**src/rtl/fifo_request_arbiter_pkg.sv**
```systemverilog
// Shared definitions for fifo_request_arbiter: FSM state encoding and the
// index-width helper used to size the grant index.
package fifo_request_arbiter_pkg;

  typedef enum logic {
    ARB_STATE_IDLE  = 1'b0,
    ARB_STATE_ISSUE = 1'b1
  } arb_state_t;

  localparam int PERF_CTR_WIDTH_IN_BITS = 32;

  // Ceiling log2, minimum 1 so a 2-requester arbiter still gets a 1-bit index.
  function automatic int arb_clog2(input int value);
    int result;
    result = 1;
    for (int i = 1; i < 31; i++) begin
      if ((1 << i) < value) result = i + 1;
    end
    return result;
  endfunction

endpackage

```
**src/rtl/fifo_request_arbiter_rr_priority_picker.sv**
```systemverilog
// rr_priority_picker: combinational round-robin selector that returns the first
// set request bit scanning upward from last_grant+1, wrapping modulo the width.
module rr_priority_picker #(
  parameter int NUM_REQUESTERS              = 4,
  parameter int REQUESTER_IDX_WIDTH_IN_BITS = 2
) (
  input  logic [NUM_REQUESTERS-1:0]              request_vec,
  input  logic [REQUESTER_IDX_WIDTH_IN_BITS-1:0] last_grant,
  output logic [REQUESTER_IDX_WIDTH_IN_BITS-1:0] grant_idx,
  output logic                                   grant_valid
);

  logic [REQUESTER_IDX_WIDTH_IN_BITS-1:0] cand;

  // Walk the offsets from farthest to nearest so the nearest set bit wins.
  always_comb begin
    grant_idx   = '0;
    grant_valid = 1'b0;
    cand        = '0;
    for (int offset = NUM_REQUESTERS; offset >= 1; offset--) begin
      cand = REQUESTER_IDX_WIDTH_IN_BITS'((int'(last_grant) + offset) % NUM_REQUESTERS);
      if (request_vec[cand]) begin
        grant_idx   = cand;
        grant_valid = 1'b1;
      end
    end
  end

endmodule

```
**src/rtl/fifo_request_arbiter.sv**
```systemverilog
// Round-robin arbiter sharing one fifo_queue write port among NUM_REQUESTERS
// producers. Optional per-producer grant counters: FIFO_ARB_PERF_CTR_EN.
module fifo_request_arbiter
  import fifo_request_arbiter_pkg::*;
#(
  parameter int NUM_REQUESTERS              = 4,
  parameter int REQUESTER_IDX_WIDTH_IN_BITS = arb_clog2(NUM_REQUESTERS),
  parameter int SINGLE_ENTRY_WIDTH_IN_BITS  = 32
) (
  input  logic                                                 clk_in,
  input  logic                                                 reset_in,
  input  logic [NUM_REQUESTERS*SINGLE_ENTRY_WIDTH_IN_BITS-1:0] request_packed_in,
  input  logic [NUM_REQUESTERS-1:0]                            request_valid_packed_in,
  output logic [NUM_REQUESTERS-1:0]                            issue_ack_packed_out,
  input  logic                                                 fifo_full_in,
  output logic [SINGLE_ENTRY_WIDTH_IN_BITS-1:0]                request_out,
  output logic                                                 request_valid_out,
  input  logic                                                 issue_ack_in,
  output logic [REQUESTER_IDX_WIDTH_IN_BITS-1:0]               grant_idx_out
`ifdef FIFO_ARB_PERF_CTR_EN
  ,
  output logic [NUM_REQUESTERS*PERF_CTR_WIDTH_IN_BITS-1:0]     grant_count_packed_out
`endif
);

  localparam int IDX_W = REQUESTER_IDX_WIDTH_IN_BITS;
  localparam int ENT_W = SINGLE_ENTRY_WIDTH_IN_BITS;
  localparam logic [IDX_W-1:0] LAST_GRANT_INIT = IDX_W'(NUM_REQUESTERS - 1);

  arb_state_t        state, state_nxt;
  logic [IDX_W-1:0]  last_grant, last_grant_nxt;
  logic [IDX_W-1:0]  grant_idx_nxt;
  logic [ENT_W-1:0]  request_nxt;
  logic              request_valid_nxt;

  logic [IDX_W-1:0]  pick_idx;
  logic              pick_valid;
  logic [ENT_W-1:0]  picked_entry;

  rr_priority_picker #(
    .NUM_REQUESTERS              (NUM_REQUESTERS),
    .REQUESTER_IDX_WIDTH_IN_BITS (IDX_W)
  ) u_picker (
    .request_vec (request_valid_packed_in),
    .last_grant  (last_grant),
    .grant_idx   (pick_idx),
    .grant_valid (pick_valid)
  );

  always_comb begin
    picked_entry = '0;
    for (int k = 0; k < NUM_REQUESTERS; k++) begin
      if (pick_idx == IDX_W'(k)) picked_entry = request_packed_in[k*ENT_W +: ENT_W];
    end
  end

  always_ff @(posedge clk_in) begin
    if (reset_in) begin
      state             <= ARB_STATE_IDLE;
      request_out       <= '0;
      request_valid_out <= 1'b0;
      grant_idx_out     <= '0;
      last_grant        <= LAST_GRANT_INIT;
    end else begin
      state             <= state_nxt;
      request_out       <= request_nxt;
      request_valid_out <= request_valid_nxt;
      grant_idx_out     <= grant_idx_nxt;
      last_grant        <= last_grant_nxt;
    end
  end

  // The granted entry is latched once and held; producer-side changes while
  // in ISSUE (including a premature valid drop) are deliberately ignored.
  always_comb begin
    state_nxt         = state;
    request_nxt       = request_out;
    request_valid_nxt = request_valid_out;
    grant_idx_nxt     = grant_idx_out;
    last_grant_nxt    = last_grant;
    case (state)
      ARB_STATE_IDLE: begin
        if (pick_valid && !fifo_full_in) begin
          request_nxt       = picked_entry;
          request_valid_nxt = 1'b1;
          grant_idx_nxt     = pick_idx;
          state_nxt         = ARB_STATE_ISSUE;
        end else begin
          request_nxt       = '0;
          request_valid_nxt = 1'b0;
        end
      end
      ARB_STATE_ISSUE: begin
        if (issue_ack_in) begin
          last_grant_nxt    = grant_idx_out;
          request_valid_nxt = 1'b0;
          request_nxt       = '0;
          state_nxt         = ARB_STATE_IDLE;
        end
      end
      default: begin
        state_nxt = ARB_STATE_IDLE;
      end
    endcase
  end

  // Ack is steered in the fifo's accept cycle; acks seen in IDLE are stray.
  always_comb begin
    issue_ack_packed_out = '0;
    if (issue_ack_in && (state == ARB_STATE_ISSUE)) begin
      for (int k = 0; k < NUM_REQUESTERS; k++) begin
        if (grant_idx_out == IDX_W'(k)) issue_ack_packed_out[k] = 1'b1;
      end
    end
  end

`ifdef FIFO_ARB_PERF_CTR_EN
  logic [PERF_CTR_WIDTH_IN_BITS-1:0] grant_count [NUM_REQUESTERS];

  always_ff @(posedge clk_in) begin
    for (int k = 0; k < NUM_REQUESTERS; k++) begin
      if (reset_in) begin
        grant_count[k] <= '0;
      end else if (issue_ack_packed_out[k]) begin
        grant_count[k] <= grant_count[k] + PERF_CTR_WIDTH_IN_BITS'(1);
      end
    end
  end

  always_comb begin
    for (int k = 0; k < NUM_REQUESTERS; k++) begin
      grant_count_packed_out[k*PERF_CTR_WIDTH_IN_BITS +: PERF_CTR_WIDTH_IN_BITS] = grant_count[k];
    end
  end
`endif

endmodule
```
**config.mk**
```make
export PLATFORM = sky130hd
export DESIGN_NAME = fifo_request_arbiter
export DESIGN_NICKNAME = d
export VERILOG_FILES = /design/src/rtl/fifo_request_arbiter_pkg.sv /design/src/rtl/fifo_request_arbiter_rr_priority_picker.sv /design/src/rtl/fifo_request_arbiter.sv
export SDC_FILE = /design/constraint.sdc
export NUM_CORES = 1
export LEC_CHECK = 0
export ABC_AREA = 0
export BUFFER_PORTS_ARGS = -buffer_cell sky130_fd_sc_hd__clkbuf_2
export CAP_MARGIN = 20
export CORE_UTILIZATION = 39
export DETAILED_ROUTE_END_ITERATION = 7
export PLACE_DENSITY = 0.82
export SLEW_MARGIN = 20
export SYNTH_ARGS = -nofsm -noshare
export SYNTH_HDL_FRONTEND = slang
export SYNTH_HIERARCHICAL = 1
export SYNTH_SLANG_ARGS = --single-unit
```
**constraint.sdc**
```tcl
create_clock -name clk_in -period 2.6 [get_ports clk_in]
set_input_delay 0.13 -clock clk_in [delete_from_list [all_inputs] [get_ports clk_in]]
set_output_delay 0.13 -clock clk_in [all_outputs]
set_load 0.005 [all_outputs]
```
# After elaboration in Yosys (flattened, before gate mapping)

Cells that the tools add are included.

Order comparisons: 4
Reduce and logical (&&, ||, !) cells: 7
Add/sub/neg operators: 4
Eq/ne operators: 7
Muxes and demuxes: 33
Bitwise logic cells: 1

Operators with widths:

| cell                  | number |
|---|---|
| $mux W32              | 6 |
| $pmux W32 S2          | 1 |
| $mux W1               | 15 |
| $lt A2 B3 Y1 const B  | 4 |
| $bmux W1 S2           | 4 |
| $eq A2 B2 Y1 const B  | 4 |
| $mux W2               | 4 |
| $add A2 B1 Y2 const B | 2 |
| $add A2 B2 Y2 const B | 2 |
| $eq A2 B1 Y1 const B  | 2 |
| $logic_not A2 Y1      | 2 |
| $mux W4               | 1 |
| $pmux W1 S2           | 2 |
| $reduce_and A2 Y1     | 2 |
| $logic_and A1 B1 Y1   | 2 |
| $ne A2 B2 Y1 const B  | 1 |
| $logic_not A1 Y1      | 1 |
| $not A1 Y1            | 1 |

Input bits: 136
Logic and storage cells: 61
Output and inout port bits: 39
Register bits after elaboration: 38

# Logic depth before layout (Yosys ltp)

Gate-level depths: netlist of run 1.

Word-level depth: 14
Mapped depth: 7
Depth with buffers taken out: 5

# Cells and area by module

Netlist of run 1, hierarchy kept.

Modules (own cells, without submodules):

| module               | sequential area each (um^2) | instances | cells an instance | area each (um^2) |
|---|---|---|---|---|
| fifo_request_arbiter | 760.7                       | 1         | 140               | 2,033.2 |
| rr_priority_picker   | 0.0                         | 1         | 14                | 91.3 |

# Worst setup path after synthesis of run 1

No wires, ideal clock.

Kind: register to register
From: reg last_grant[1]
To: reg request_out[10]
Slack: 0.765 ns
Required time: 2.483 ns
Stages on the path, launching flop included: 8
Period minus slack after synthesis: 1.835 ns
Library setup time: 0.117 ns
Arrival: 1.719 ns
Path buffers: 2
Cell sequence: dfxtp_1 -> nand2b_1 -> a21oi_2 -> o221ai_2 -> buf_6 -> buf_6 -> mux4_2 -> a22o_1

Longest elaborated chain between the ends: 14
Elaborated cells between the ends (all ways): 31
Those cells by class: 4 x add/sub; 3 x eq/ne; 22 x mux; 2 x reduce/logical

Ends and longest elaborated chain:

| element                       | RTL line                                      | RTL |
|---|---|---|
| start: declaration            | fifo_request_arbiter.sv:31                    | `logic [IDX_W-1:0] last_grant, last_grant_nxt;` |
| start signal: assignment      | fifo_request_arbiter.sv:69                    | `last_grant <= last_grant_nxt;` |
| $add A2 B1 Y2                 | fifo_request_arbiter_rr_priority_picker.sv:21 | `cand = REQUESTER_IDX_WIDTH_IN_BITS'((int'(last_grant) + offset) % NUM_REQUESTERS);` |
| $bmux W1 S2                   | fifo_request_arbiter_rr_priority_picker.sv:22 | `if (request_vec[cand]) begin` |
| $mux W1 (implied by the code) | fifo_request_arbiter_rr_priority_picker.sv:22 |  |
| $mux W2 (3 in a row)          | fifo_request_arbiter_rr_priority_picker.sv:22 |  |
| $mux W2 (*)                   | fifo_request_arbiter_rr_priority_picker.sv:22 |  |
| via pick_idx[0]               | fifo_request_arbiter.sv:36                    | `logic [IDX_W-1:0] pick_idx;` |
| $logic_not A2 Y1              | fifo_request_arbiter.sv:53                    | `if (pick_idx == IDX_W'(k)) picked_entry = request_packed_in[k*ENT_W +: ENT_W];` |
| $mux W32 (3 in a row)         | fifo_request_arbiter.sv:53                    |  |
| $mux W32 (*)                  | fifo_request_arbiter.sv:53                    |  |
| $mux W32 (*)                  | fifo_request_arbiter.sv:83                    | `if (pick_valid && !fifo_full_in) begin` |
| $pmux W32 S2 (*)              | fifo_request_arbiter.sv:81                    | `case (state)` |
| end signal: assignment        | fifo_request_arbiter.sv:66                    | `request_out <= request_nxt;` |
| end: declaration              | fifo_request_arbiter.sv:16                    | `output logic [SINGLE_ENTRY_WIDTH_IN_BITS-1:0] request_out,` |

Mark *: on every way through the listed nets, which the timed path passes. The rest lies on a longest branch. The select of a mux whose other input is x is not followed.
A chain may end at the register's enable or synchronous reset.

# Worst setup path after layout of run 1

From: reg last_grant[1]
To: reg request_out[3]

The elaborated chain is that of the path after synthesis.

==> flow_results.xml, run 1 <==
<?xml version="1.0" encoding="UTF-8"?>
<metrics>
  <group name="floorplan">
    <metric name="die_h" unit="um">75.81</metric>
    <metric name="fp.dieArea" unit="um2">5746</metric>
    <metric name="placement_rows" unit="">26</metric>
    <metric name="chipWidth" unit="um">75.81</metric>
    <metric name="start_util" unit="">0.4107</metric>
    <metric name="design.core.area" unit="um2">5172</metric>
    <metric name="io-pin-count" unit="">175</metric>
  </group>
  <group name="global_routing">
    <metric name="vias_in_the_first_global_route" unit="">1969</metric>
    <metric name="number_of_antenna_violations_at_the_first_check_in_global_routing" unit="">0</metric>
    <metric name="grt_max_degree" unit="">33</metric>
    <metric name="grt_usage" unit="">0.2024</metric>
    <metric name="grt_pass1_wl" unit="um">8659</metric>
    <metric name="grt_overflow_total" unit="">0</metric>
  </group>
  <group name="critical_path">
    <metric name="cp.arrival" unit="ns">2.27</metric>
    <metric name="cp_data_required_time" unit="ns">2.79</metric>
    <metric name="critical_path_peak_fanout" unit="">16</metric>
    <metric name="worstSetupEndpointType" unit="">flip-flop</metric>
    <metric name="cp-start-kind" unit="">flip-flop</metric>
    <metric name="criticalPathCategory" unit="">reg -&gt; reg</metric>
  </group>
  <group name="sta">
    <metric name="worst_slew_margin_rel" unit="">0.4869</metric>
    <metric name="finalCriticalPeriod" unit="ns">2.081</metric>
    <metric name="achievable-frequency" unit="MHz">480.5</metric>
    <metric name="final-setup-viol-count" unit="">0</metric>
    <metric name="timing.final.crit_share" unit="">0.8004</metric>
    <metric name="fin_worst_skew" unit="ns">0.006631</metric>
    <metric name="timing.final.max_slew_violations" unit="">0</metric>
    <metric name="report.final.hold_viol_count" unit="">0</metric>
    <metric name="unrepaired_setup_endpoints_after_global_routing" unit="">no</metric>
    <metric name="fin_setup_tns" unit="ns">0</metric>
    <metric name="worst-slew-pin-transition" unit="ns">0.7679</metric>
  </group>
  <group name="clocking">
    <metric name="cts_sinks" unit="">38</metric>
    <metric name="cts.reportedPaths.clkPinSlew" unit="ns">0.08</metric>
    <metric name="clk_latency" unit="ns">0.28</metric>
    <metric name="clock_tree_from_tritoncts" unit="">done</metric>
    <metric name="cts_root_buf" unit="">clkbuf_8</metric>
    <metric name="cts_buffers" unit="">5</metric>
    <metric name="post_cts_hold_buffer_count" unit="">0</metric>
    <metric name="cts_resized" unit="">0</metric>
    <metric name="h-tree-depth" unit="">2</metric>
    <metric name="cts.repair_timing.setup_buffer_count" unit="">0</metric>
    <metric name="clock_tree.buffer_depth" unit="">2</metric>
  </group>
  <group name="finish">
    <metric name="post_route_cells_drive_above_1_share" unit="">0.6779</metric>
    <metric name="filler_cell_count" unit="">440</metric>
    <metric name="mostFrequentLayoutCell" unit="">clkbuf_2</metric>
    <metric name="leading_cell_types_in_the_layout_fill_and_taps_excluded" unit="">174 x clkbuf_2, 38 x dfxtp_1, 32 x a22o_1</metric>
    <metric name="syn_to_final_growth" unit="%">46.76</metric>
    <metric name="antenna-diode-count" unit="">0</metric>
    <metric name="design.final.nets" unit="">461</metric>
  </group>
  <group name="yosys">
    <metric name="cells_after_synthesis" unit="">154</metric>
    <metric name="synth_cell_type_count" unit="">27</metric>
    <metric name="synth-async-reset-ratio" unit="">0</metric>
    <metric name="synth_sequential_area_ratio" unit="">0.3581</metric>
    <metric name="synthesis.yosys.warnings" unit="">6</metric>
    <metric name="synth.ff_latch_count" unit="">38</metric>
    <metric name="synth_nets" unit="">290</metric>
    <metric name="ys.flop_type" unit="">dfxtp_1</metric>
    <metric name="synth_edf_count" unit="">0</metric>
    <metric name="syn_area" unit="um2">2125</metric>
    <metric name="postSynthAreaPerCell" unit="um2">13.80</metric>
  </group>
  <group name="placed_design">
    <metric name="place.port_buffers" unit="">174</metric>
    <metric name="gp_congestion" unit="">0.7524</metric>
    <metric name="dpl.hpwl" unit="um">4940</metric>
  </group>
  <group name="detailed_routing">
    <metric name="post_drt_via_cell_ratio" unit="">5.285</metric>
    <metric name="vias" unit="">2093</metric>
    <metric name="wire_per_inst" unit="um">15.43</metric>
    <metric name="final_antenna_net_count" unit="">0</metric>
    <metric name="remaining_drc_errors" unit="">0</metric>
    <metric name="firstDrtPassIters" unit="">4</metric>
    <metric name="detail_route.wirelength" unit="um">6112</metric>
    <metric name="drt_iter0_drc" unit="">103</metric>
  </group>
  <group name="worst_hold_path">
    <metric name="timing.hold.worst.class" unit="">in -&gt; reg</metric>
  </group>
  <group name="pwr">
    <metric name="power_density" unit="nW/um2">477.1</metric>
    <metric name="post-layout-total-power" unit="uW">1487</metric>
    <metric name="ir_drop" unit="mV">0.1876</metric>
    <metric name="power_leakage" unit="uW">0.001532</metric>
  </group>
  <group name="outcome">
    <metric name="outcome" unit="">complete, no violations</metric>
  </group>
  <group name="job">
    <metric name="maxCapViolations" unit="">0</metric>
  </group>
</metrics>
[path summary, 6_finish.rpt]
kind / startpoint / endpoint / cells past startpoint / slack [ns]
worst max-delay path: last_grant[1]$_SDFFE_PP1P_ / request_out[3]$_SDFFE_PP0P_ / 6 / 0.52
worst min-delay path: reset_in / request_valid_out$_SDFFE_PP0P_ / 2 / 0.14
worst max register to register: last_grant[1]$_SDFFE_PP1P_ / request_out[3]$_SDFFE_PP0P_ / 6 / 0.52
worst min register to register: request_out[13]$_SDFFE_PP0P_ / request_out[13]$_SDFFE_PP0P_ / 1 / 0.48
[stage by stage]
| step | setup WS [ns] | utilization | hold WS (ns) | std cells | instance area [um2] |
|---|---|---|---|---|---|
| floorplan | 0.7647 | - | 0.3159 | 154 | 2125 |
| global placement | 0.5552 | 0.5851 | 0.4478 | 388 | 3027 |
| detailed placement | 0.5022 | 0.5851 | 0.4510 | 388 | 3027 |
| CTS | 0.4947 | 0.6028 | 0.1306 | 396 | 3118 |
| global route | 0.4006 | 0.6028 | 0.1539 | 396 | 3118 |
| finish | 0.5190 | 0.6028 | 0.1378 | 396 | 3118 |
[power breakdown]
part	switching, uW	internal [uW]	leakage (uW)
Combinational	156	260	0.00117
Clock	209	214	0.0000482
Sequential	25.7	622	0.000311
[worst max-delay path: stages, from the launching register on]
cell and delay, ns:
dfxtp_1 0.44, nand2b_1 0.15, a21oi_2 0.07, o221ai_4 0.17
buf_4 0.32, mux4_1 0.59, a22o_1 0.24
[registers in the layout, indices dropped and copies added (netlist names)]
signal and cells:
last_grant 2, state 1, request_valid_out 1, grant_idx_out 2, request_out 32
[cell usage after synthesis (2+ instances only)]
cell type	number	area share
dfxtp_1	38	0.36
nand2_1	6	0.011
nand2b_1	4	0.012
a22o_1	32	0.13
buf_6	7	0.037
and3_1	2	0.0059
clkbuf_1	2	0.0035
a21oi_1	6	0.014
a211o_1	2	0.0082
buf_2	5	0.012
nor2_1	3	0.0053
nor3b_1	2	0.0071
mux4_2	29	0.31
mux4_1	3	0.037
[layer usage]
layer	share of wire	global-route usage
met5	0	0
met4	0.011	0.05761
met3	0.090	0.06217
met2	0.52	0.3559
met1	0.38	0.2375
[final cells by class]
type                       instances  area [um2]  share of cell area
timing repair buffer             179       908.4              0.2913
multi-input combinational        100        1266              0.4061
tap                               70       87.58             0.02809
clock inverter                     1       5.005            0.001605
clock buffer                       7       86.33             0.02769
inverter                           1       3.754            0.001204
sequential                        38       760.7              0.2440
[cell families (layout without fill, tap and decap cells)]
family	count (synthesis)	in the layout	synth area share
muxes	33	33	0.3492
DFF	38	38	0.3581
buffers and inverters	16	188	0.05772
and+or+nand+nor	24	24	0.06655
AOI/OAI and AO/OA	43	43	0.1684
Note: power is estimated with default switching activity, not from simulation.
==> run 2, diff against run 1 <==
==> constraint.sdc (replaced) <==
create_clock -name clk_in -period 2.2 [get_ports clk_in]
set_input_delay 0.11 -clock clk_in [delete_from_list [all_inputs] [get_ports clk_in]]
set_output_delay 0.11 -clock clk_in [all_outputs]
set_load 0.005 [all_outputs]
==> flow_results.xml, run 2 (synthesis gave the netlist of run 1 again) <==
<?xml version="1.0" encoding="UTF-8"?>
<metrics>
  <group name="clocking">
    <metric name="cts_buffers" unit="">5</metric>
    <metric name="cts.repair_timing.setup_buffer_count" unit="">0</metric>
    <metric name="clock_tree_from_tritoncts" unit="">done</metric>
    <metric name="cts.reportedPaths.clkPinSlew" unit="ns">0.07</metric>
    <metric name="cts_sinks" unit="">38</metric>
    <metric name="post_cts_hold_buffer_count" unit="">0</metric>
    <metric name="clock_tree.buffer_depth" unit="">2</metric>
    <metric name="cts_resized" unit="">0</metric>
    <metric name="cts_root_buf" unit="">clkbuf_8</metric>
    <metric name="h-tree-depth" unit="">2</metric>
    <metric name="clk_latency" unit="ns">0.28</metric>
  </group>
  <group name="floorplan">
    <metric name="die_h" unit="um">75.81</metric>
    <metric name="fp.dieArea" unit="um2">5746</metric>
    <metric name="placement_rows" unit="">26</metric>
    <metric name="chipWidth" unit="um">75.81</metric>
    <metric name="design.core.area" unit="um2">5172</metric>
    <metric name="io-pin-count" unit="">175</metric>
    <metric name="start_util" unit="">0.4107</metric>
  </group>
  <group name="sta">
    <metric name="worst_slew_margin_rel" unit="">0.7862</metric>
    <metric name="final-setup-viol-count" unit="">0</metric>
    <metric name="worst-slew-pin-transition" unit="ns">0.3207</metric>
    <metric name="timing.final.max_slew_violations" unit="">0</metric>
    <metric name="fin_setup_tns" unit="ns">0</metric>
    <metric name="fin_worst_skew" unit="ns">0.007859</metric>
    <metric name="report.final.hold_viol_count" unit="">0</metric>
    <metric name="unrepaired_setup_endpoints_after_global_routing" unit="">no</metric>
    <metric name="finalCriticalPeriod" unit="ns">2.033</metric>
    <metric name="achievable-frequency" unit="MHz">491.9</metric>
    <metric name="timing.final.crit_share" unit="">0.9240</metric>
  </group>
  <group name="critical_path">
    <metric name="cp_data_required_time" unit="ns">2.38</metric>
    <metric name="worst_path_dominant_cell_family" unit="">compound AO/OA/AOI/OAI gates</metric>
    <metric name="r2r_end" unit="">request_out[5]$_SDFFE_PP0P_</metric>
    <metric name="worstSetupEndpointType" unit="">flip-flop</metric>
    <metric name="worst-r2r-setup-slack" unit="ns">0.17</metric>
    <metric name="cp.arrival" unit="ns">2.21</metric>
    <metric name="rr_worst_depth" unit="">6</metric>
    <metric name="path_buf_inv" unit="">1</metric>
    <metric name="critical_path.cell_chain" unit="">nand2b_1 -&gt; a21oi_2 -&gt; o221ai_4 -&gt; buf_12 -&gt; mux4_1 -&gt; a22o_1</metric>
    <metric name="cp-start-kind" unit="">flip-flop</metric>
    <metric name="critical_path.reg2reg.startpoint" unit="">last_grant[1]$_SDFFE_PP1P_</metric>
    <metric name="cpPeakStageDelay" unit="ns">0.55</metric>
    <metric name="critical_path_peak_fanout" unit="">17</metric>
    <metric name="criticalPathCategory" unit="">reg -&gt; reg</metric>
    <metric name="timing.critical_path.slowest_stage_cell" unit="">mux4_1</metric>
  </group>
  <group name="finish">
    <metric name="finalCoreUtilization" unit="">0.6091</metric>
    <metric name="mostFrequentLayoutCell" unit="">clkbuf_2</metric>
    <metric name="syn_to_final_growth" unit="%">48.29</metric>
    <metric name="largest_registers" unit="">request_out: 32 flops, grant_idx_out: 2 flops, last_grant: 2 flops</metric>
    <metric name="design.final.nets" unit="">464</metric>
    <metric name="largest_register_ff_count" unit="">32</metric>
    <metric name="antenna-diode-count" unit="">0</metric>
    <metric name="largest-register" unit="">request_out</metric>
    <metric name="leading_cell_types_in_the_layout_fill_and_taps_excluded" unit="">174 x clkbuf_2, 38 x dfxtp_1, 32 x a22o_1</metric>
    <metric name="post_route_cells_drive_above_1_share" unit="">0.6768</metric>
    <metric name="filler_cell_count" unit="">430</metric>
    <metric name="final_cell_area" unit="um2">3151</metric>
  </group>
  <group name="job">
    <metric name="maxCapViolations" unit="">0</metric>
  </group>
  <group name="placed_design">
    <metric name="place.port_buffers" unit="">174</metric>
    <metric name="dpl.hpwl" unit="um">5192</metric>
    <metric name="place_area" unit="um2">3074</metric>
    <metric name="gp_congestion" unit="">0.7529</metric>
  </group>
  <group name="pwr">
    <metric name="power.combinational.fraction" unit="">0.297</metric>
    <metric name="swShare" unit="">0.2602</metric>
    <metric name="ir_drop" unit="mV">0.2390</metric>
    <metric name="power_leakage" unit="uW">0.001546</metric>
    <metric name="internal_power" unit="uW">1275</metric>
    <metric name="seq_power_share" unit="">0.444</metric>
    <metric name="netSwitchingPower" unit="uW">448.4</metric>
    <metric name="p_clk_frac" unit="">0.259</metric>
    <metric name="power_density" unit="nW/um2">547.0</metric>
    <metric name="post-layout-total-power" unit="uW">1723</metric>
  </group>
  <group name="global_routing">
    <metric name="grt_max_degree" unit="">19</metric>
    <metric name="vias_in_the_first_global_route" unit="">2062</metric>
    <metric name="grt_overflow_total" unit="">0</metric>
    <metric name="grt_pass1_wl" unit="um">8811</metric>
    <metric name="grt_usage" unit="">0.2092</metric>
    <metric name="number_of_antenna_violations_at_the_first_check_in_global_routing" unit="">0</metric>
  </group>
  <group name="detailed_routing">
    <metric name="vias" unit="">2075</metric>
    <metric name="final_antenna_net_count" unit="">0</metric>
    <metric name="firstDrtPassIters" unit="">4</metric>
    <metric name="wire_per_inst" unit="um">15.97</metric>
    <metric name="detail_route.wirelength" unit="um">6358</metric>
    <metric name="remaining_drc_errors" unit="">0</metric>
    <metric name="drt_iter0_drc" unit="">50</metric>
    <metric name="post_drt_via_cell_ratio" unit="">5.214</metric>
  </group>
  <group name="worst_hold_path">
    <metric name="hold_endpoint" unit="">request_valid_out$_SDFFE_PP0P_</metric>
    <metric name="timing.hold.worst.class" unit="">in -&gt; reg</metric>
    <metric name="hold_path.startpoint" unit="">reset_in</metric>
    <metric name="hold-path-cell-count" unit="">2</metric>
  </group>
  <group name="outcome">
    <metric name="outcome" unit="">complete, no violations</metric>
  </group>
</metrics>
run 2: cell count changes in the layout (fill, tap and decap cells not counted), sizes merged:
cell and delta:
clkinv -1, buf +3
run 2: power by group through the flow:
| stage | clock network (uW) | logic (uW) | registers (uW) |
|---|---|---|---|
| finish | 446 | 512 | 765 |
| global route | 495 | 557 | 773 |
| CTS | 464 | 521 | 765 |
| detailed placement | 0 | 519 | 781 |
| global placement | 0 | 502 | 779 |
| floorplan | 0 | 307 | 781 |
run 2: stage by stage:
step / hold WS, ns / setup slack (ns) / cells
after global routing: 0.1334 / 0.03215 / 398
after global placement: 0.4157 / 0.2098 / 391
after floorplan: 0.2959 / 0.3647 / 154
final: 0.1194 / 0.1672 / 398
after CTS: 0.1149 / 0.1518 / 398
after detailed placement: 0.4218 / 0.1697 / 391
run 2: area by class of cell:
class	count	area, um2	share of cell area
Inverter	1	3.754	0.001191
Tap cell	70	87.58	0.02780
Clock buffer	7	76.32	0.02423
Sequential cell	38	760.7	0.2415
Timing Repair Buffer	182	955.9	0.3034
Multi-Input combinational cell	100	1266	0.4019
run 2: worst max path at each step:
| stage | start | to | cells after the start |
|---|---|---|---|
| after floorplan | last_grant[1]$_SDFFE_PP1P_ | request_out[10]$_SDFFE_PP0P_ | 7 |
| after global placement | last_grant[1]$_SDFFE_PP1P_ | request_out[4]$_SDFFE_PP0P_ | 6 |
| final | last_grant[1]$_SDFFE_PP1P_ | request_out[5]$_SDFFE_PP0P_ | 6 |
| after detailed placement | last_grant[1]$_SDFFE_PP1P_ | request_out[5]$_SDFFE_PP0P_ | 6 |
| after global routing | last_grant[1]$_SDFFE_PP1P_ | request_out[4]$_SDFFE_PP0P_ | 6 |
| after CTS | last_grant[1]$_SDFFE_PP1P_ | request_out[5]$_SDFFE_PP0P_ | 6 |
run 2: metal layers:
metal	up-vias	global-route usage	part of all wire
met1	973	0.2178	0.35
li1	985	-	-
met5	-	0	0
met3	4	0.06481	0.089
met2	113	0.4041	0.55
met4	0	0.05144	0.011
